### config.mk
export PLATFORM = sky130hd
export DESIGN_NAME = act_unit_pipe_flat
export DESIGN_NICKNAME = d
export VERILOG_FILES = /design/src/rtl/act_unit_pipe_if.sv /design/src/rtl/act_unit_pipe.sv /design/src/flat_wrapper.sv
export SDC_FILE = /design/constraint.sdc
export NUM_CORES = 1
export LEC_CHECK = 0
export CORE_AREA = 2 2 156 158
export DETAILED_ROUTE_END_ITERATION = 8
export DIE_AREA = 0 0 158 160
export MAX_ROUTING_LAYER = met4
export PLACE_DENSITY_LB_ADDON = 0.1
export SETUP_SLACK_MARGIN = 0.3
export SLEW_MARGIN = 5
export SYNTH_ARGS = -nofsm -noshare
export SYNTH_HDL_FRONTEND = slang
export SYNTH_HIERARCHICAL = 1
export SYNTH_SLANG_ARGS = --single-unit
### constraint.sdc
create_clock -name clk -period 5.7 [get_ports clk]
set_clock_uncertainty 0.15 [all_clocks]
set_input_delay 1.425 -clock clk [delete_from_list [all_inputs] [get_ports clk]]
set_output_delay 1.425 -clock clk [all_outputs]
set_load 0.01 [all_outputs]
### src/rtl/act_unit_pipe_if.sv
// Activation-stage stream interface: input beat, output beat and zero-count statistic.
interface act_unit_pipe_if #(
    parameter int DATA_W = 10,
    parameter int LANES  = 4,
    parameter int CNT_W  = 16
) ();
    logic                      in_valid;
    logic                      in_ready;
    logic [LANES*DATA_W-1:0]   in_data;
    logic [1:0]                in_mode;
    logic [DATA_W-2:0]         clip_max;
    logic                      out_valid;
    logic                      out_ready;
    logic [LANES*DATA_W-1:0]   out_data;
    logic                      clr_cnt;
    logic [CNT_W-1:0]          zero_cnt;

    // Producer/consumer side (upstream requantiser + downstream buffer)
    modport master (
        output in_valid, in_data, in_mode, clip_max, out_ready, clr_cnt,
        input  in_ready, out_valid, out_data, zero_cnt
    );

    // Activation unit side
    modport slave (
        input  in_valid, in_data, in_mode, clip_max, out_ready, clr_cnt,
        output in_ready, out_valid, out_data, zero_cnt
    );
endinterface

### src/rtl/act_unit_pipe.sv
// Two-stage pipelined activation unit: bypass / ReLU / leaky ReLU / clipped ReLU
// per beat, with a saturating count of negative inputs forced to zero.

// Single-lane activation function, purely combinational.
module act_unit_lane #(
    parameter int DATA_W     = 10,
    parameter int LEAK_SHIFT = 3
) (
    input  logic signed [DATA_W-1:0] x,
    input  logic        [1:0]        mode,
    input  logic        [DATA_W-2:0] clip_max,
    output logic signed [DATA_W-1:0] y,
    output logic                     zeroed
);
    logic                     neg;
    logic signed [DATA_W-1:0] leak;
    logic signed [DATA_W-1:0] clipped;

    // Select the activation result; clip compares only the magnitude bits since x>=0 there
    always_comb begin
        neg     = x[DATA_W-1];
        leak    = x >>> LEAK_SHIFT;
        clipped = (x[DATA_W-2:0] > clip_max) ? {1'b0, clip_max} : x;
        y       = x;
        unique case (mode)
            2'd0:    y = x;
            2'd1:    y = neg ? '0 : x;
            2'd2:    y = neg ? leak : x;
            default: y = neg ? '0 : clipped;
        endcase
        // Modes 1 and 3 (bit0 set) are the ones that zero negative inputs
        zeroed = neg & mode[0];
    end
endmodule

module act_unit_pipe #(
    parameter int DATA_W     = 10,
    parameter int LANES      = 4,
    parameter int LEAK_SHIFT = 3,
    parameter int CNT_W      = 16
) (
    input  logic           clk,
    input  logic           rst_n,
    act_unit_pipe_if.slave io
);
    localparam int ZW = $clog2(LANES + 1);

    typedef logic [LANES-1:0][DATA_W-1:0] vec_t;

    // vld_pipe[1] = S1 valid, vld_pipe[2] = S2 valid
    logic [2:1]        vld_pipe;
    logic              adv1, adv2, in_hs, out_hs;

    vec_t              s1_data;
    logic [1:0]        s1_mode;
    logic [DATA_W-2:0] s1_clip;
    vec_t              s1_res;
    logic [LANES-1:0]  lane_zero;
    logic [ZW-1:0]     s1_nz;

    vec_t              s2_data;
    logic [ZW-1:0]     s2_nz;

    logic [CNT_W-1:0]  zero_cnt_q;
    logic [CNT_W:0]    cnt_sum;

    assign adv2   = ~vld_pipe[2] | io.out_ready;
    assign adv1   = ~vld_pipe[1] | adv2;
    assign in_hs  = io.in_valid & adv1;
    assign out_hs = vld_pipe[2] & io.out_ready;

    assign io.in_ready  = adv1;
    assign io.out_valid = vld_pipe[2];
    assign io.out_data  = s2_data;
    assign io.zero_cnt  = zero_cnt_q;

    // Stage valid bits: S1 fills on handshake or drains when it moves on; S2 follows S1
    always_ff @(posedge clk or negedge rst_n) begin
        if (!rst_n) begin
            vld_pipe <= '0;
        end else begin
            if (in_hs)
                vld_pipe[1] <= 1'b1;
            else if (adv1)
                vld_pipe[1] <= 1'b0;
            if (adv2)
                vld_pipe[2] <= vld_pipe[1];
        end
    end

    // S1 capture: data, mode and clip ceiling travel together with the beat
    always_ff @(posedge clk or negedge rst_n) begin
        if (!rst_n) begin
            s1_data <= '0;
            s1_mode <= '0;
            s1_clip <= '0;
        end else if (in_hs) begin
            s1_data <= vec_t'(io.in_data);
            s1_mode <= io.in_mode;
            s1_clip <= io.clip_max;
        end
    end

    genvar g;
    generate
        for (g = 0; g < LANES; g++) begin : g_lane
            act_unit_lane #(
                .DATA_W     (DATA_W),
                .LEAK_SHIFT (LEAK_SHIFT)
            ) u_lane (
                .x        (s1_data[g]),
                .mode     (s1_mode),
                .clip_max (s1_clip),
                .y        (s1_res[g]),
                .zeroed   (lane_zero[g])
            );
        end
    endgenerate

    // Number of lanes in the S1 beat that the activation zeroed because x<0
    always_comb begin
        s1_nz = '0;
        for (int i = 0; i < LANES; i++)
            s1_nz = s1_nz + ZW'(lane_zero[i]);
    end

    // S2 result register; holds while stalled so out_data stays stable
    always_ff @(posedge clk or negedge rst_n) begin
        if (!rst_n) begin
            s2_data <= '0;
            s2_nz   <= '0;
        end else if (adv2) begin
            s2_data <= s1_res;
            s2_nz   <= s1_nz;
        end
    end

    // One extra bit catches the carry that signals saturation
    always_comb begin
        cnt_sum = {1'b0, zero_cnt_q} + (CNT_W+1)'(s2_nz);
    end

    // Saturating zero counter, credited when the beat leaves; clear wins over increment
    always_ff @(posedge clk or negedge rst_n) begin
        if (!rst_n)
            zero_cnt_q <= '0;
        else if (io.clr_cnt)
            zero_cnt_q <= '0;
        else if (out_hs)
            zero_cnt_q <= cnt_sum[CNT_W] ? '1 : cnt_sum[CNT_W-1:0];
    end
endmodule

### src/flat_wrapper.sv
// flat-port wrapper written by rule: the top's interface ports become plain ports
module act_unit_pipe_flat 
#(
    parameter int DATA_W     = 10,
    parameter int LANES      = 4,
    parameter int LEAK_SHIFT = 3,
    parameter int CNT_W      = 16
)
  (clk, rst_n, io_in_valid, io_in_data, io_in_mode, io_clip_max, io_out_ready, io_clr_cnt, io_in_ready, io_out_valid, io_out_data, io_zero_cnt);
  act_unit_pipe_if #(.DATA_W(DATA_W), .LANES(LANES), .CNT_W(CNT_W)) io_i ();
  input  logic clk;
  input  logic rst_n;
  input wire logic [$bits(io_i.in_valid)-1:0] io_in_valid;
  input wire logic [$bits(io_i.in_data)-1:0] io_in_data;
  input wire logic [$bits(io_i.in_mode)-1:0] io_in_mode;
  input wire logic [$bits(io_i.clip_max)-1:0] io_clip_max;
  input wire logic [$bits(io_i.out_ready)-1:0] io_out_ready;
  input wire logic [$bits(io_i.clr_cnt)-1:0] io_clr_cnt;
  output wire logic [$bits(io_i.in_ready)-1:0] io_in_ready;
  output wire logic [$bits(io_i.out_valid)-1:0] io_out_valid;
  output wire logic [$bits(io_i.out_data)-1:0] io_out_data;
  output wire logic [$bits(io_i.zero_cnt)-1:0] io_zero_cnt;
  assign io_i.in_valid = io_in_valid;
  assign io_i.in_data = io_in_data;
  assign io_i.in_mode = io_in_mode;
  assign io_i.clip_max = io_clip_max;
  assign io_i.out_ready = io_out_ready;
  assign io_i.clr_cnt = io_clr_cnt;
  assign io_in_ready = io_i.in_ready;
  assign io_out_valid = io_i.out_valid;
  assign io_out_data = io_i.out_data;
  assign io_zero_cnt = io_i.zero_cnt;
  act_unit_pipe #(.DATA_W(DATA_W), .LANES(LANES), .LEAK_SHIFT(LEAK_SHIFT), .CNT_W(CNT_W)) u_core (.clk(clk), .rst_n(rst_n), .io(io_i));
endmodule
==> results.toml, run 1 <==
[outcome]
status = "finished clean"

[clock_network]
clock_latency_ps = 370
cts_buffer_depth = 2
postCtsSetupBuffers = 0
clock_sinks = 112
cts_hold_buf = 0
root_buffer = "clkbuf_16"
numCtsBuffers = 9
cts_max_level = 3
clk_transition_reported_paths_ps = 70
cts_resized = 0
cts_tree = "done"

[synth]
async_reset_ff_frac = 1.00
synth_edf_count = 0
synthCells = 615
synth_cell_types = 51
syn-cell-area_mm2 = 0.00695
ys_seq_area_frac = 0.403
synth-seq-cells = 112
synthesis.nets = 714
yosysWarnings = 6
syn_area_per_cell_um2 = 11.3
ys.flop_type = "dfrtp_1"

[global_routing]
grt_pass1_wl_mm = 31.5
grt_usage = 0.166
grt_pass1_vias = 5737
antenna_found_initial = 0
grtUsageMet3 = 0.0193
use_met2 = 0.263
grt_use_met1 = 0.221
grt.overflow.total = 0
grt_max_degree = 45
grt.busiest_layer = "met2"

[detailed_routing]
wl_mm = 19.6
postRouteAntennaNets = 0
wl_per_cell_um = 18.6
drt-initial-drc-count = 337
num_vias = 5412
drt-pass1-iter-count = 4
drc = 0
avgViaCountPerCell = 5.13

[floorplan]
die_h_um = 160
fp.coreArea_mm2 = 0.0238
num_rows = 57
initial_core_util = 0.292
io_pins = 114
die_w_um = 158
dieArea_mm2 = 0.0253

[critical_path]
critPathMaxFanout = 5
critPathArrivalTime_ps = 2720
r2r-end = "u_core/s2_nz[1]"
r2r_setup_slack_ps = 2830
cp.buffers_inverters = 2
slowest_delay_ps = 560
worstSetupStartpoint = "io_out_ready"
critPathKind = "input port to output pin"
worst_path_most_repeated_cell = "clkdlybuf4s50_1"
crit_chain = "clkdlybuf4s50_1 -> nand3b_1 -> clkdlybuf4s50_1"
critical-path-top-delay-family = "buffers and inverters"
worst-path-stages = 3
cp.required_ps = 4120
slowest_stage = "clkdlybuf4s50_1"
cp-endpoint = "io_in_ready"
crit_path_end_kind = "output pin"
start_kind = "input port"
rr_worst_depth = 8
worst_r2r_startpoint = "u_core/s1_mode[0]"

[sta]
rsz0062_at_grt = "no"
min_period_over_period = 0.753
fin_ws_ps = 1410
timing.setup.tns_ps = 0
final-setup-viol-count = 0
worst_pin_slew_ps = 876
finalCriticalPeriod_ps = 4290
max_freq_mhz = 233
max-slew-margin-rel = 0.416
maxSlewViolCount = 0
finalHoldViolations = 0

[layout]
synthToLayoutAreaGrowth_pct = 25.6
nNetsFinal = 824
final_cells = 1054
final_layout_size_suffix_gt1_frac = 0.207
antenna_cells = 0

[worst_hold_path]
hp-class = "flip-flop to flip-flop"
holdPathStages = 1

[place]
numPortBuffers = 113
placedCellCount = 1038
hpwl_mm = 14.4
place.gp.congestion = 0.831
pre_cts_slack_ps = 1400

[job]
cap_violations = 0

[power]
p_leak_nw = 3.56
powerDensity_mw_per_mm2 = 325
ir_drop_v = 0.000159
[cell usage in the layout (no fill, tap or decap), types with 9 or more instances in the layout]
cell type	instances
clkbuf_16	9
o2111ai_1	20
dfrtp_1	112
ha_1	41
and3_1	9
o311a_1	12
inv_1	46
and2_1	16
a21oi_1	21
clkdlybuf4s50_1	112
mux2_2	94
a211o_1	12
nor2_1	16
nand2_1	61
o211ai_1	20
[flip-flops by register name (all words and copies together) (netlist names)]
name,flops
u_core/io.zero_cnt,16
u_core/io.out_data,40
u_core/s1_data,40
u_core/s2_nz,3
u_core/s1_clip,9
u_core/s1_mode,2
u_core/vld_pipe,2
[worst min-delay path by stage]
stage          slack (ps)                  to               start
2_1_floorplan         290  u_core/vld_pipe[2]  u_core/vld_pipe[1]
3_3_place_gp          330  u_core/vld_pipe[2]  u_core/vld_pipe[1]
3_5_place_dp          320  u_core/vld_pipe[2]  u_core/vld_pipe[1]
4_1_cts               330  u_core/vld_pipe[2]  u_core/vld_pipe[1]
5_1_grt               370  u_core/vld_pipe[2]  u_core/vld_pipe[1]
6_report              330  u_core/vld_pipe[2]  u_core/vld_pipe[1]
[metrics by stage]
| stage | total power [mW] | cell area [µm²] | util | hold WS (ps) |
|---|---|---|---|---|
| finish | 2.84 | 8730 | 0.366 | 332 |
| CTS | 2.88 | 8730 | 0.366 | 335 |
| global route | 3.03 | 8730 | 0.366 | 370 |
| global placement | 2.16 | 8430 | 0.354 | 331 |
| detailed placement | 2.19 | 8430 | 0.354 | 316 |
| floorplan | 1.73 | 6950 | - | 285 |
[cells by family after synthesis]
family,count (synthesis),synth area share
AOI/OAI and AO/OA,159,0.209
and+or+nand+nor,141,0.116
DFF,112,0.403
muxes,95,0.154
buffers and inverters,64,0.0378
adders and majority gates,43,0.0796
xor gates and xnor gates,1,0.00126
[worst register-to-register path, stage by stage, from the launching register on]
cell	delay, ps
dfrtp_1	830
nand2_1	300
inv_1	120
inv_1	70
fa_1	550
inv_1	50
ha_1	170
ha_1	260
mux2_2	260
[per-layer routing]
layer | vias up | part of all wire
li1 | 2568 | -
met1 | 2705 | 0.47
met2 | 118 | 0.48
met3 | 21 | 0.033
met4 | 0 | 0.018
met5 | - | 0
[where the power goes]
part	switching (mW)	leakage (nW)	internal, mW
logic	0.496	2.05	0.542
clock network	0.323	0.144	0.349
registers	0.177	1.37	0.949
[synthesized netlist by cell type, types with 2 or more instances]
master,number,share of area
o2111a_1,4,0.0065
a31o_1,4,0.0050
a21boi_0,4,0.0043
buf_2,11,0.0079
nand2b_1,3,0.0027
and3_2,2,0.0022
ha_1,41,0.074
a21oi_4,4,0.0094
nor2b_1,4,0.0036
a211o_1,12,0.015
fa_1,2,0.0058
nor2_1,16,0.0086
nand3_1,8,0.0058
o21ai_2,4,0.0050
a32o_1,4,0.0058
and3_1,9,0.0081
nor4_4,2,0.0061
nand3b_1,5,0.0054
a211oi_4,4,0.012
o311a_1,12,0.017
and4_1,5,0.0063
a211o_4,4,0.010
buf_1,4,0.0022
o21ai_0,5,0.0036
nor3_1,2,0.0014
and2_1,16,0.014
mux2_2,94,0.15
a311oi_1,6,0.0076
a311o_1,4,0.0058
a211oi_1,8,0.0086
nand4_4,4,0.012
nand2_1,62,0.033
inv_1,46,0.025
o2111ai_1,20,0.025
dfrtp_1,112,0.40
o221ai_2,4,0.0086
o211ai_1,20,0.022
a21oi_1,21,0.015
o221a_4,4,0.012
a31oi_1,8,0.0072
[final cells by class]
cell class                 count  area [µm²]
clock buffer                  10         229
clock inverter                 6        72.6
fill                        2394       15100
inverter                      46         173
multi-input combinational    439        3890
sequential                   112        2800
tap                          324         405
timing repair buffer         117        1160
(Power assumes the default switching activity.)
==> run 2: changes to the inputs <==
==> constraint.sdc (replaced) <==
create_clock -name clk -period 3.61 [get_ports clk]
set_clock_uncertainty 0.15 [all_clocks]
set_input_delay 0.9025 -clock clk [delete_from_list [all_inputs] [get_ports clk]]
set_output_delay 0.9025 -clock clk [all_outputs]
set_load 0.01 [all_outputs]
==> results.toml, run 2 (synthesized netlist as in run 1, its figures left out) <==
[outcome]
status = "finished clean"

[global_routing]
grt_usage = 0.165
grt_max_degree = 52
grt.overflow.total = 0
grt_pass1_vias = 5743
antenna_found_initial = 0
grt_pass1_wl_mm = 31.5

[floorplan]
fp.coreArea_mm2 = 0.0238
initial_core_util = 0.292
io_pins = 114
dieArea_mm2 = 0.0253
die_h_um = 160
die_w_um = 158
num_rows = 57

[power]
powerDensity_mw_per_mm2 = 516
power_switching_mw = 1.56
p_leak_nw = 3.62
intPower_mw = 3.00
swShare = 0.342
ir_drop_v = 0.000187
p_seq_frac = 0.388
p_clk_frac = 0.247
comb_power_share = 0.365

[critical_path]
start_kind = "input port"
critPathKind = "input port to output pin"
critPathMaxFanout = 5
critPathArrivalTime_ps = 2160
cp.required_ps = 2560
crit_path_end_kind = "output pin"

[clock_network]
root_buffer = "clkbuf_16"
numCtsBuffers = 9
clock_latency_ps = 360
cts_hold_buf = 0
cts_tree = "done"
cts_resized = 0
clk_transition_reported_paths_ps = 70
postCtsSetupBuffers = 0
cts_buffer_depth = 2
clock_sinks = 112
cts_max_level = 3

[sta]
fin_ws_ps = 402
min_period_over_period = 0.889
final-setup-viol-count = 0
max-slew-margin-rel = 0.528
rsz0062_at_grt = "no"
finalHoldViolations = 0
timing.setup.tns_ps = 0
maxSlewViolCount = 0
holdWs_ps = 331
worst_pin_slew_ps = 705
finalCriticalPeriod_ps = 3210
max_freq_mhz = 312

[layout]
nNetsFinal = 828
antenna_cells = 0
final_cells = 1058
final.fill_count = 2391
layout_common_cells = "clkdlybuf4s50_1, dfrtp_1, mux2_2"
seq_area_mm2 = 0.00280
synthToLayoutAreaGrowth_pct = 27.2
fin_util = 0.371
multiInputGateArea_mm2 = 0.00389
final_layout_size_suffix_gt1_frac = 0.213

[detailed_routing]
num_vias = 5439
postRouteAntennaNets = 0
wl_met1_mm = 9.35
wl_per_cell_um = 18.5
wl_met3_um = 692
drc = 0
wl_met2_mm = 9.08
drt-pass1-iter-count = 4
maxUsedRoutingLayer = "met4"
wl_mm = 19.6
avgViaCountPerCell = 5.14
drt-initial-drc-count = 347

[place]
numPortBuffers = 113
hpwl_mm = 14.3
pre_cts_slack_ps = 362
placedCellCount = 1041
place.gp.congestion = 0.798

[worst_hold_path]
hp-class = "flip-flop to flip-flop"

[job]
cap_violations = 0
-- run 2: changes by cell type in the layout (fill, tap and decap cells not counted), sizes merged --
cell / delta
buf: +4
clkinv: +3
inv: -3
bufinv: +1
clkinvlp: -1
-- run 2: through the flow --
step	total power [mW]	instance area, µm²
2_1_floorplan	2.73	6950
3_3_place_gp	3.42	8500
3_5_place_dp	3.47	8500
4_1_cts	4.63	8830
5_1_grt	4.86	8840
6_report	4.56	8840
-- run 2: area by class of cell --
cell class | count | area share
Tap cell | 324 | 0.0459
Inverter | 46 | 0.0195
Clock inverter | 6 | 0.0103
Clock buffer | 10 | 0.0270
Sequential cell | 112 | 0.317
Timing Repair Buffer | 121 | 0.140
Multi-Input combinational cell | 439 | 0.440
-- run 2: final timing paths --
path / from / to / slack (ps) / cells after the start
max reg2reg: u_core/s1_clip[5] / u_core/io.out_data[0] / 860 / 7
max in group asynchronous: rst_n / u_core/io.out_data[3] / 2220 / 2
min reg2reg: u_core/vld_pipe[1] / u_core/vld_pipe[2] / 330 / 1
min: u_core/vld_pipe[1] / u_core/vld_pipe[2] / 330 / 1
min in group asynchronous: rst_n / u_core/s1_data[35] / 380 / 1
max: io_out_ready / io_in_ready / 400 / 3
-- run 2: critical path, cell delays in order --
cell and delay [ps]:
clkdlybuf4s50_1 550, nand3b_1 150, clkdlybuf4s50_1 550
-- run 2: routing by layer --
| metal | up-vias | GRT usage |
|---|---|---|
| li1 | 2575 | - |
| met1 | 2717 | 0.221 |
| met2 | 116 | 0.255 |
| met3 | 31 | 0.0239 |
| met4 | 0 | 0.0586 |
| met5 | - | - |
-- run 2: power by group through the flow --
| stage | clock network (mW) | logic, mW | registers (mW) |
|---|---|---|---|
| 2_1_floorplan | 0 | 0.970 | 1.76 |
| 3_3_place_gp | 0 | 1.62 | 1.79 |
| 3_5_place_dp | 0 | 1.67 | 1.80 |
| 4_1_cts | 1.18 | 1.68 | 1.78 |
| 5_1_grt | 1.22 | 1.83 | 1.81 |
| 6_report | 1.13 | 1.66 | 1.77 |
==> run 3: changes to the inputs <==
--- a/config.mk
+++ b/config.mk
@@ -8,6 +8,7 @@
 export CORE_AREA = 2 2 156 158
 export DETAILED_ROUTE_END_ITERATION = 8
 export DIE_AREA = 0 0 158 160
+export DONT_BUFFER_PORTS = 1
 export MAX_ROUTING_LAYER = met4
 export PLACE_DENSITY_LB_ADDON = 0.1
 export SETUP_SLACK_MARGIN = 0.3
==> results.toml, run 3 (synthesized netlist as in run 1, its figures left out) <==
[clock_network]
postCtsSetupBuffers = 0
clk_transition_reported_paths_ps = 80
root_buffer = "clkbuf_16"
cts_hold_buf = 0
numCtsBuffers = 9
cts_buffer_depth = 2
cts_max_level = 3
clock_latency_ps = 360
cts_resized = 0
clock_sinks = 112
cts_tree = "done"

[layout]
synthToLayoutAreaGrowth_pct = 9.20
final_layout_size_suffix_gt1_frac = 0.244
mostFrequentLayoutCell = "dfrtp_1"
final_area_mm2 = 0.00759
layout_common_cells = "dfrtp_1, mux2_2, nand2_1"
nNetsFinal = 710

[outcome]
status = "finished clean"

[sta]
fin_ws_ps = 754
rsz0062_at_grt = "no"
maxSlewViolCount = 0
finalCriticalPeriod_ps = 2860
timing.setup.tns_ps = 0
finalHoldViolations = 0
max-slew-margin-rel = 0.450
min_period_over_period = 0.791
final-setup-viol-count = 0
worst_pin_slew_ps = 825
max_freq_mhz = 350

[critical_path]
critPathMaxFanout = 17
critPathArrivalTime_ps = 2950
cp.required_ps = 3710
critical-path-top-delay-family = "adder cells"
r2r_setup_slack_ps = 750
slowest_delay_ps = 830
cp.buffers_inverters = 3
start_kind = "flip-flop"
worst_r2r_startpoint = "u_core/s1_mode[0]"
worst_path_most_repeated_cell = "inv_1"
r2r-end = "u_core/s2_nz[1]"
crit_path_end_kind = "flip-flop"
rr_worst_depth = 8
crit_chain = "nand2_1 -> inv_1 -> inv_1 -> fa_1 -> inv_1 -> ha_1 -> ha_1 -> mux2_2"
critPathKind = "flip-flop to flip-flop"
slowest_stage = "dfrtp_1"

[floorplan]
dieArea_mm2 = 0.0253
io_pins = 114
initial_core_util = 0.292
fp.coreArea_mm2 = 0.0238
die_h_um = 160
num_rows = 57
die_w_um = 158

[power]
finalPower_mw = 4.02
powerDensity_mw_per_mm2 = 530
p_leak_nw = 3.12
ir_drop_v = 0.000203

[detailed_routing]
num_vias = 5021
avgViaCountPerCell = 5.33
drt-pass1-iter-count = 4
wl_mm = 19.3
postRouteAntennaNets = 0
drc = 0
drt-initial-drc-count = 314
wl_per_cell_um = 20.5

[place]
place.gp.congestion = 0.801
place_area_mm2 = 0.00730
numPortBuffers = 0
pre_cts_slack_ps = 816
hpwl_mm = 14.0

[global_routing]
grt_max_degree = 113
antenna_found_initial = 2
grt_pass1_vias = 5149
grt_pass1_wl_mm = 30.2
grt.overflow.total = 0
grt_usage = 0.161

[job]
cap_violations = 0

[worst_hold_path]
hp-class = "input port to async pin"
run 3: per-layer routing:
layer	GRT usage	part of all wire	wire length (µm)	vias up
met2	0.256	0.48	9330	131
met3	0.0412	0.054	1040	16
met5	-	0	0	-
met1	0.204	0.45	8640	2529
met4	0.0463	0.015	285	0
li1	-	-	-	2345
run 3: layout make-up:
cell class / instances / area, µm²
clock buffer: 9 / 225
sequential: 112 / 2800
antenna: 2 / 5.00
multi-input combinational: 439 / 3890
timing repair buffer: 3 / 35.0
inverter: 46 / 173
fill: 2481 / 16200
tap: 324 / 405
clock inverter: 7 / 53.8
run 3: how the worst max path moves through the flow:
stage	start	to	slack, ps	depth (start not counted)
after global placement	u_core/s1_mode[0]	u_core/s2_nz[1]	820	8
after CTS	u_core/s1_mode[0]	u_core/s2_nz[1]	790	8
final	u_core/s1_mode[0]	u_core/s2_nz[1]	750	8
after detailed placement	u_core/s1_mode[0]	u_core/s2_nz[1]	820	8
after global routing	u_core/s1_mode[0]	u_core/s2_nz[1]	680	8
after floorplan	u_core/s1_mode[0]	u_core/s2_nz[1]	1320	8
run 3: power breakdown:
part	switching [mW]	total (mW)	internal, mW
logic	0.611	1.16	0.553
registers	0.383	1.88	1.50
clock network	0.498	0.975	0.477
run 3: metrics by stage:
step           hold slack, ps  std cells   util
6_report                 83.1        942  0.319
5_1_grt                  51.0        942  0.319
4_1_cts                  60.7        940  0.318
3_5_place_dp              302        924  0.307
3_3_place_gp              294        924  0.307
2_1_floorplan             285        615      -
